**src/rtl/div_seq.sv**
```systemverilog
`default_nettype none
// ============================================================================
// Module   : div_seq
// Purpose  : Sequential 32-bit restoring divider for the E stage (DIV/DIVU).
//            One shift-subtract iteration per cycle over a 65-bit partial
//            remainder. The result appears 33 cycles after issue.
//            Result packing is {hi = remainder, lo = quotient}.
// Ports    : clk         system clock, rising edge
//            rst         synchronous active-high reset
//            start       issue request, held high while the pipeline stalls
//            signed_div  1 = DIV (two's complement), 0 = DIVU
//            annul       flush; cancels an issue or a division in flight
//            opdata1     dividend (rs)
//            opdata2     divisor (rt)
//            result      {hi, lo}; holds its value until the next completion
//            ready       one-cycle completion pulse
//            stall       freeze F/D/E while high
// Config   : DIV_ZERO_FAST_EN -- a zero divisor completes in 2 cycles through
//            the ZERO state instead of running all 32 iterations.
// Revision : 1.0 - initial release
// ============================================================================
module div_seq (
    input  logic        clk,
    input  logic        rst,
    input  logic        start,
    input  logic        signed_div,
    input  logic        annul,
    input  logic [31:0] opdata1,
    input  logic [31:0] opdata2,
    output logic [63:0] result,
    output logic        ready,
    output logic        stall
);

    typedef enum logic [1:0] {
        IDLE = 2'd0,
`ifdef DIV_ZERO_FAST_EN
        ZERO = 2'd1,
`endif
        ON   = 2'd2,
        END  = 2'd3
    } state_t;

    state_t      r_state;
    state_t      w_next;

    logic [64:0] r_part;      // {remainder, dividend bits / quotient bits}
    logic [31:0] r_divisor;   // divisor magnitude
    logic [4:0]  r_cnt;
    logic        r_neg_q;
    logic        r_neg_r;
    logic [63:0] r_result;

    logic        w_accept;
    logic [31:0] w_dividend_mag;
    logic [31:0] w_divisor_mag;
    logic [64:0] w_shift;
    logic [32:0] w_diff;
    logic [64:0] w_iter;
    logic [31:0] w_quot;
    logic [31:0] w_rem;
    logic [31:0] w_quot_fix;
    logic [31:0] w_rem_fix;
    logic        w_last;

    assign w_accept = (r_state == IDLE) && start && !annul;
    assign w_last   = (r_cnt == 5'd31);

    // Negating 0x80000000 yields 0x80000000, which is its correct unsigned magnitude.
    assign w_dividend_mag = (signed_div && opdata1[31]) ? (32'd0 - opdata1) : opdata1;
    assign w_divisor_mag  = (signed_div && opdata2[31]) ? (32'd0 - opdata2) : opdata2;

    // One restoring step: shift left, trial-subtract the divisor from the upper
    // 33 bits, keep the difference and set the quotient bit when it is non-negative.
    assign w_shift = r_part << 1;
    assign w_diff  = w_shift[64:32] - {1'b0, r_divisor};
    assign w_iter  = w_diff[32] ? w_shift : {w_diff, w_shift[31:1], 1'b1};

    assign w_quot     = w_iter[31:0];
    assign w_rem      = w_iter[63:32];
    assign w_quot_fix = r_neg_q ? (32'd0 - w_quot) : w_quot;
    assign w_rem_fix  = r_neg_r ? (32'd0 - w_rem)  : w_rem;

    // ------------------------------------------------------------------------
    // State register
    // ------------------------------------------------------------------------
    always_ff @(posedge clk) begin
        if (rst) begin
            r_state <= IDLE;
        end else begin
            r_state <= w_next;
        end
    end

    // ------------------------------------------------------------------------
    // Next state and stall
    // ------------------------------------------------------------------------
    always_comb begin
        w_next = r_state;
        stall  = 1'b0;
        case (r_state)
            IDLE: begin
                if (w_accept) begin
                    stall  = 1'b1;
                    w_next = ON;
`ifdef DIV_ZERO_FAST_EN
                    if (opdata2 == 32'd0) begin
                        w_next = ZERO;
                    end
`endif
                end
            end
`ifdef DIV_ZERO_FAST_EN
            ZERO: begin
                if (annul) begin
                    w_next = IDLE;
                end else begin
                    stall  = 1'b1;
                    w_next = END;
                end
            end
`endif
            ON: begin
                if (annul) begin
                    w_next = IDLE;
                end else begin
                    stall = 1'b1;
                    if (w_last) begin
                        w_next = END;
                    end
                end
            end
            END: begin
                // start is ignored here; the pipeline advances this cycle.
                w_next = IDLE;
            end
            default: begin
                w_next = IDLE;
            end
        endcase
        if (rst) begin
            stall = 1'b0;
        end
    end

    // ------------------------------------------------------------------------
    // Datapath
    // ------------------------------------------------------------------------
    always_ff @(posedge clk) begin
        if (rst) begin
            r_part    <= 65'd0;
            r_divisor <= 32'd0;
            r_cnt     <= 5'd0;
            r_neg_q   <= 1'b0;
            r_neg_r   <= 1'b0;
            r_result  <= 64'd0;
        end else begin
            case (r_state)
                IDLE: begin
                    if (w_accept) begin
                        r_cnt     <= 5'd0;
                        r_divisor <= w_divisor_mag;
                        r_neg_q   <= signed_div && (opdata1[31] ^ opdata2[31]);
                        r_neg_r   <= signed_div && opdata1[31];
                        r_part    <= {33'd0, w_dividend_mag};
`ifdef DIV_ZERO_FAST_EN
                        // Pre-build the final {hi, lo} so ZERO only copies it out.
                        if (opdata2 == 32'd0) begin
                            r_part  <= {1'b0, opdata1, 32'hFFFF_FFFF};
                            r_neg_q <= 1'b0;
                            r_neg_r <= 1'b0;
                        end
`endif
                    end
                end
`ifdef DIV_ZERO_FAST_EN
                ZERO: begin
                    if (!annul) begin
                        r_result <= r_part[63:0];
                    end
                end
`endif
                ON: begin
                    if (!annul) begin
                        r_part <= w_iter;
                        r_cnt  <= r_cnt + 5'd1;
                        // Sign fixups are folded into the load so result is
                        // already valid in the END cycle.
                        if (w_last) begin
                            r_result <= {w_rem_fix, w_quot_fix};
                        end
                    end
                end
                default: begin
                end
            endcase
        end
    end

    assign result = r_result;
    assign ready  = (r_state == END);

endmodule
`default_nettype wire
```
**config.mk**
```make
export PLATFORM = sky130hd
export DESIGN_NAME = div_seq
export DESIGN_NICKNAME = d
export VERILOG_FILES = /design/src/rtl/div_seq.sv
export SDC_FILE = /design/constraint.sdc
export NUM_CORES = 1
export LEC_CHECK = 0
export BUFFER_PORTS_ARGS = -buffer_cell sky130_fd_sc_hd__buf_2
export CAP_MARGIN = 20
export CORE_ASPECT_RATIO = 1.5
export CORE_MARGIN = 4
export CORE_UTILIZATION = 25
export CTS_CLUSTER_SIZE = 30
export DETAILED_ROUTE_END_ITERATION = 10
export GPL_ROUTABILITY_DRIVEN = 0
export PLACE_DENSITY = 0.44
export SLEW_MARGIN = 20
export SYNTH_ARGS = -nofsm -noshare
export SYNTH_HDL_FRONTEND = slang
export SYNTH_SLANG_ARGS = --single-unit
```
**constraint.sdc**
```tcl
create_clock -name clk -period 9.2 [get_ports clk]
set_clock_uncertainty 0.1 [all_clocks]
set_input_delay 0.46 -clock clk [delete_from_list [all_inputs] [get_ports clk]]
set_output_delay 0.46 -clock clk [all_outputs]
set_load 0.01 [all_outputs]
```
# Word level (Yosys, flattened, before mapping)
# Index checks and enable logic that the tools add are counted.
classes:
  addsub: 6
  n_eq_ne: 6
  muxes: 19
  bitwise: 2
  reduce_logical: 12
ops:
  columns: ["operator", "n"]
  rows:
  - ["$mux W64", 3]
  - ["$mux W32", 4]
  - ["$pmux W64 S2", 1]
  - ["$sub A1 B32 Y32 const A", 4]
  - ["$sub A33 B32 Y33", 1]
  - ["$mux W5", 2]
  - ["$pmux W5 S2", 1]
  - ["$mux W2", 3]
  - ["$reduce_and A3 Y1", 2]
  - ["$add A5 B1 Y5 const B", 1]
  - ["$eq A5 B5 Y1 const B", 1]
  - ["$logic_and A1 B1 Y1", 5]
  - ["$eq A2 B2 Y1 const B", 2]
  - ["$ne A2 B2 Y1 const B", 2]
  - ["$pmux W2 S2", 1]
  - ["$reduce_and A2 Y1", 2]
  - ["$mux W1", 3]
  - ["$ne A3 B3 Y1 const B", 1]
  - ["$logic_not A2 Y1", 1]
  - ["$pmux W1 S2", 1]
  - ["$reduce_bool A2 Y1", 1]
  - ["$logic_not A1 Y1", 1]
  - ["$not A1 Y1", 1]
  - ["$xor A1 B1 Y1", 1]
totals:
  regBits: 169
  in_bits: 69
  out_inout_bits: 66
  word_cells: 52

# Depth between registers and ports, before layout
# Gate-level depths: netlist of run 1.
logic_depth:
  depth_word: 6
  mapped_depth: 27

# Worst setup path before layout of run 1
# Ideal clock, no wire load.
synth_path:
  path_type: "register -> register"
  start: "register r_part[31]"
  end: "register r_result[60], in the netlist result[60]"
  t_arrival_ps: 5681
  t_required_ps: 9029
  setup_slack_ps: 3349
  path_stages_with_launch: 25
  cell_sequence: "dfxtp_1 inv_1 ha_1 inv_1 fa_1 a211oi_1 o21a_2 a211o_1 nand2_1 a41oi_2 and2_4 buf_6 buf_2 buf_2 buf_2 mux2i_1 ha_1 nand2_1 or4_1 nor4_1 a211oi_1 or4_1 nor4b_2 mux2_1 a21oi_1"
synth_via:
  elab_chain_len: 4
synth_rtl:
  columns: ["element", "line", "text"]
  rows:
  - ["from (decl)", "47", "logic [64:0] r_part;"]
  - ["from (signal assigned)", "165", "r_part <= {33'd0, w_dividend_mag};"]
  - ["from (signal assigned)", "185", "r_part <= w_iter;"]
  - ["$sub A33 B32 Y33", "76", "assign w_diff = w_shift[64:32] - {1'b0, r_divisor};"]
  - ["$mux W64 (*)", "77", "assign w_iter = w_diff[32] ? w_shift : {w_diff, w_shift[31:1], 1'b1};"]
  - ["$sub A1 B32 Y32", "82", "assign w_rem_fix = r_neg_r ? (32'd0 - w_rem) : w_rem;"]
  - ["$mux W32 (*)", "82", null]
  - ["to (signal assigned)", "190", "r_result <= {w_rem_fix, w_quot_fix};"]
  - ["to (decl)", "52", "logic [63:0] r_result;"]
# Every way passes the cells marked *; elsewhere a longest branch is shown, timed or not.
# A chain may end at the register's enable or synchronous reset.

# Worst setup path after layout of run 1
# Same ends and word-level chain as after synthesis.

==> impl_metrics.ini, run 1 <==
[outcome]
status = finished clean

[logic_synthesis]
synth_nets = 1688
ys_dominant_reg_cell = dfxtp_1
synthCells = 1580
yosys-top-cells-count = 231 x nor2_1, 169 x dfxtp_1, 155 x nand2_1
synth.cell_area_um2 = 11800
synthAdderAreaFrac_pct = 4.19
yosysTopAreaCellShare_pct = 28.6
yosys_warnings = 0
yosys.cell_types.count = 85
synth_edf_count = 0
synth_top_area_cell = dfxtp_1
synthSimpleGateAreaFrac_pct = 22.9
synth.most_common_cell = nor2_1
synthMuxAreaShare_pct = 3.14
synth_top_family_by_area = compound AO/OA/AOI/OAI gates
synth.area.top_cells = dfxtp_1 29%, nor2_1 7.3%, xor2_1 6.0%, a21oi_1 5.9%, a211oi_1 5.9%
yosys.area_share.xor_xnor_pct = 9.34
seq_area_frac_synth_pct = 28.6
syn_avg_cell_area_um2 = 7.48
synth-seq-cells = 169
async_reset_ff_share_pct = 0
synth_compound_area_share_pct = 26.1

[setup_path]
reg2reg_from = r_part[31]
crit_start = r_part[31]
end_kind = register
cpMaxStageDelayCell = or4_1
cpPeakStageDelay_ns = 0.62
crit_chain = inv_1 > ha_1 > inv_1 > fa_1 > a211oi_1 > o21a_2 > a211o_1 > nand2_1 > a41oi_2 > and2_4 > buf_4 > mux2i_1 > ha_1 > nand2_1 > or4_1 > nor4_1 > a211oi_1 > or4_1 > nor4b_2 > mux2_1 > a21oi_1
path_delay_family = simple AND/OR/NAND/NOR gates
r2r_cells = 21
crit_required_ns = 9.48
r2r_slack_ns = 2.63
crit_buf_inv = 3
crit_path_start_kind = register
worstPathMaxFanout = 52
r2r-end = result[60]
crit_type = register to register
critPathArrivalTime_ns = 6.85

[finish]
fill_cells = 5116
multi_input_area_um2 = 7780
post-route-util_pct = 28.9
drive_gt1_share_pct = 13.4
seqCellArea_um2 = 3380
syn_to_final_growth_pct = 14.1
nNetsFinal = 1752
antenna_cells = 0

[die]
die_area_um2 = 50900
start_util_pct = 25.3
ioPinCount = 135
die_height_um = 274
core_um2 = 46700
num_rows = 97
die_width_um = 186

[clock_tree]
cts_buffers = 17
ctsLongestPathBuffers = 2
cts_setup_buffers = 0
cts_tree = done
path_clk_slew_ns = 0.08
cts_num_sinks = 169
cts_max_level = 4
cts_resized = 0
root_buffer = clkbuf_16
ctsHoldBuffers = 0
clk_latency_ns = 0.46

[pwr]
p_total_mw = 1.97
power.density_nw_per_um2 = 146
cellLeakagePower_nw = 5.21
ir_drop_uv = 104

[detailed_routing]
num_vias = 11405
antenna_left = 0
wl_mm = 42.0
wl_per_cell_um = 18.7
dr.first_iter.drc_count = 507
vias_per_cell = 5.07
remaining_drc_errors = 0
drt-pass1-iter-count = 5

[sta]
final-hold-violation-count = 0
fin_crit_ns = 6.57
setup_tns_ns = 0
worst_pin_slew_ns = 1.01
max_freq_mhz = 152
drv_slew = 0
post-route-period-util_pct = 71.4
rsz0062_at_grt = false
hold-worst-slack_ns = 0.225
finalSetupViolCount = 0
fin_ws_ns = 2.63
relSlewSlack_pct = 33.0

[hold_path]
hold_end = r_divisor[20]
hold_depth = 3
hp-start = opdata2[20]
hold_class = input port to register

[grt]
grt_pass1_vias = 11553
grt_start_max_net_pins = 97
grt_use_total_pct = 16.6
antenna_found_initial = 0
grt_first_pass_wirelength_mm = 65.8
grt-ovfl-total = 0

[job]
maxCapViolCount = 0

[placement]
dp_slack_ns = 2.72
io_buffers = 134
hpwl_mm = 32.1
==> cell families (layout without fill, tap and decap cells) <==
kind of cell | count (synthesis) | count (layout)
mux | 36 | 36
flops | 169 | 169
buf+inv | 162 | 239
xor+xnor | 126 | 126
simple gates | 581 | 581
compound gates | 467 | 467
fa+ha+maj | 39 | 39
==> per-stage QoR <==
step / instances / instance area (um2)
final: 2251 / 13500
after global placement: 2219 / 12900
after global routing: 2251 / 13500
after floorplan: 1580 / 11800
after detailed placement: 2219 / 12900
after CTS: 2251 / 13500
==> per-layer routing <==
| layer | track usage [%] | up-vias | share of wire (%) |
|---|---|---|---|
| li1 | - | 5799 | - |
| met1 | 17.3 | 5345 | 38 |
| met2 | 31.6 | 197 | 54 |
| met3 | 2.92 | 64 | 3.1 |
| met4 | 7.64 | 0 | 4.6 |
| met5 | 0 | - | 0 |
==> tightest hold or removal path, delay by kind of cell <==
kind	cells	cell delay, ns
compound gates	2	0.15
buf+inv	1	0.12
==> final cells by class <==
cell class	count	area share (%)
Tap cell	594	5.51
Multi-Input combinational cell	1249	57.7
Inverter	60	1.68
Timing Repair Buffer	147	5.72
Clock inverter	15	1.16
Clock buffer	17	3.16
Sequential cell	169	25.1
==> how the worst max path moves through the flow <==
stage	end	slack [ns]	depth (start not counted)
global placement	result[60]	2.85	21
global route	result[62]	2.11	21
detailed placement	result[60]	2.72	21
floorplan	result[60]	3.35	24
CTS	result[60]	2.65	21
finish	result[60]	2.63	21
==> placed cells by master (no fill, tap or decap), types with 12 or more instances in the layout <==
| cell type | n |
|---|---|
| a311oi_1 | 13 |
| xnor2_1 | 45 |
| or4_1 | 17 |
| nand2_1 | 155 |
| nor3_1 | 35 |
| nor2_1 | 230 |
| a211oi_1 | 93 |
| a21oi_1 | 140 |
| o31ai_1 | 23 |
| o21ai_0 | 78 |
| nand4_1 | 13 |
| clkbuf_16 | 17 |
| nor2b_1 | 16 |
| ha_1 | 38 |
| o41ai_1 | 12 |
| xor2_1 | 81 |
| buf_2 | 133 |
| a22oi_1 | 18 |
| buf_4 | 14 |
| or3_1 | 29 |
| mux2i_1 | 27 |
| inv_1 | 59 |
| dfxtp_1 | 169 |
==> flip-flops by register name (all words and copies together) (netlist names) <==
name,cells
r_part,64
result,64
r_divisor,32
r_cnt,5
r_state,2
r_neg_q,1
r_neg_r,1
==> power by group <==
group	internal, mW	switching [mW]	leakage, nW
Sequential	0.753	0.0219	1.37
Combinational	0.158	0.298	3.56
Clock	0.383	0.357	0.277
Power figures use the tool's default switching activity.
==> run 2: changes to the inputs <==
Clock period 9.2 ns to 6.2 ns, I/O delays scaled along.
==> run 2 against run 1 <==
Effect of this change: routed wire length rose by 1.3%; utilization increased by 0.28 points; sequential power up 49%; sequential share of layout area shrank 0.24 points; worst hold slack worse by 0.15 ns; clock-buffer cell count up 2.
==> impl_metrics.ini, run 2 (synthesis results as in run 1) <==
[finish]
syn_to_final_growth_pct = 15.2
mostFrequentLayoutCell = nor2_1
drive_gt1_share_pct = 13.7
nNetsFinal = 1757
layout_common_cells = 230 x nor2_1, 169 x dfxtp_1, 155 x nand2_1, 140 x a21oi_1, 133 x buf_2
antenna_cells = 0

[clock_tree]
cts_setup_buffers = 0
ctsLongestPathBuffers = 2
cts_resized = 0
cts_tree = done
cts_max_level = 4
root_buffer = clkbuf_16
path_clk_slew_ns = 0.07
ctsHoldBuffers = 0
cts_buffers = 17
clk_latency_ns = 0.45
cts_num_sinks = 169

[setup_path]
crit_chain = inv_1 > ha_1 > inv_1 > fa_1 > a211oi_2 > o21a_2 > a211o_1 > nand2_1 > a41oi_2 > and2_4 > clkinv_2 > nand2_1 > o21ai_0 > inv_1 > ha_1 > nand2_1 > or4_1 > nor4_1 > a211oi_1 > or4_1 > nor4b_2 > mux2_1 > a21oi_1
path_delay_family = simple AND/OR/NAND/NOR gates
reg2reg_from = r_part[31]
crit_required_ns = 6.47
crit_type = register to register
worstPathMaxFanout = 9
crit_buf_inv = 4
critPathArrivalTime_ns = 5.90
cpPeakStageDelay_ns = 0.61
crit_start = r_part[31]
cpMaxStageDelayCell = or4_1
crit_path_start_kind = register
end_kind = register

[detailed_routing]
dr.first_iter.drc_count = 565
antenna_left = 0
vias_per_cell = 5.12
drt-pass1-iter-count = 5
wl_mm = 42.5
wl_per_cell_um = 18.8
num_vias = 11554
remaining_drc_errors = 0

[sta]
worst_pin_slew_ns = 1.05
finalSetupViolCount = 0
drv_slew = 0
final-hold-violation-count = 0
rsz0062_at_grt = false
relSlewSlack_pct = 29.7
post-route-period-util_pct = 90.8
setup_tns_ns = 0
max_freq_mhz = 178
fin_crit_ns = 5.63

[die]
num_rows = 97
die_area_um2 = 50900
start_util_pct = 25.3
die_width_um = 186
die_height_um = 274
core_um2 = 46700
ioPinCount = 135

[grt]
grt_use_total_pct = 16.6
grt-ovfl-total = 0
antenna_found_initial = 0
grt_first_pass_wirelength_mm = 65.5
grt_pass1_vias = 11401
grt_start_max_net_pins = 97

[hold_path]
hold_class = input port to register
hp-start = opdata2[20]

[pwr]
comb_power_share_pct = 22.2
switching_share_pct = 31.7
pwr-share-seq_pct = 37.4
cellLeakagePower_nw = 5.29
p_total_mw = 3.07
p_int_mw = 2.10
ir_drop_uv = 140
clkPwrFrac_pct = 40.3
power.density_nw_per_um2 = 226
p_sw_mw = 0.974

[outcome]
status = finished clean

[placement]
hpwl_mm = 32.5
io_buffers = 134

[job]
maxCapViolCount = 0
==> run 2: cell count changes in the layout (fill, tap and decap cells not counted), sizes merged <==
| cell | before | now |
|---|---|---|
| buf | 147 | 152 |
| inv | 66 | 61 |
| clkbuf | 17 | 19 |
| clkinvlp | 3 | 0 |
| bufinv | 1 | 5 |
| clkinv | 5 | 7 |
==> run 2: power groups by stage <==
| stage | Combinational (mW) | Sequential [mW] | Clock [mW] |
|---|---|---|---|
| 2_1_floorplan | 0.477 | 1.17 | 0 |
| 3_3_place_gp | 0.685 | 1.17 | 0 |
| 3_5_place_dp | 0.684 | 1.18 | 0 |
| 4_1_cts | 0.687 | 1.15 | 1.28 |
| 5_1_grt | 0.759 | 1.16 | 1.31 |
| 6_report | 0.683 | 1.15 | 1.24 |
==> run 2: worst paths after layout <==
check / cells past startpoint / slack (ns) / to
max reg2reg: 23 / 0.57 / result[60]
min reg2reg: 2 / 0.35 / result[35]
max: 23 / 0.57 / result[60]
min: 3 / 0.08 / r_divisor[20]
==> run 2: metrics by stage <==
stage	util (%)	instance area [um2]	hold WS (ns)	setup slack, ns	instances
after global placement	27.7	12900	0.342	0.673	2224
after global routing	29.1	13600	0.0845	0.112	2256
after CTS	29.1	13600	0.0592	0.486	2256
after detailed placement	27.7	12900	0.343	0.523	2224
after floorplan	-	11800	0.332	0.349	1580
final	29.1	13600	0.0784	0.570	2256
==> run 2: worst reg2reg max path, stage by stage, from the launching register on <==
cell,delay [ns]
dfxtp_1,0.33
inv_1,0.08
ha_1,0.17
inv_1,0.06
fa_1,0.46
a211oi_2,0.28
o21a_2,0.26
a211o_1,0.18
nand2_1,0.14
a41oi_2,0.23
and2_4,0.26
clkinv_2,0.16
nand2_1,0.09
o21ai_0,0.10
inv_1,0.07
ha_1,0.21
nand2_1,0.06
or4_1,0.61
nor4_1,0.26
a211oi_1,0.16
or4_1,0.51
nor4b_2,0.26
mux2_1,0.34
a21oi_1,0.16
==> run 2: final cells by class <==
cell class	count	area, um2
clock inverters	13	215
well taps	594	743
clock buffers	19	453
repair buffers	152	808
fillers	5109	33100
flip-flops and latches	169	3380
multi-input cells	1249	7780
inverters	60	226
==> run 2: per-layer routing <==
metal  vias up  part of all wire (%)  track usage [%]
li1       5810                     -                -
met1      5459                    39             17.6
met2       215                    53             31.2
met3        70                   3.2             2.61
met4         0                   5.0             8.06
met5         -                     0                0
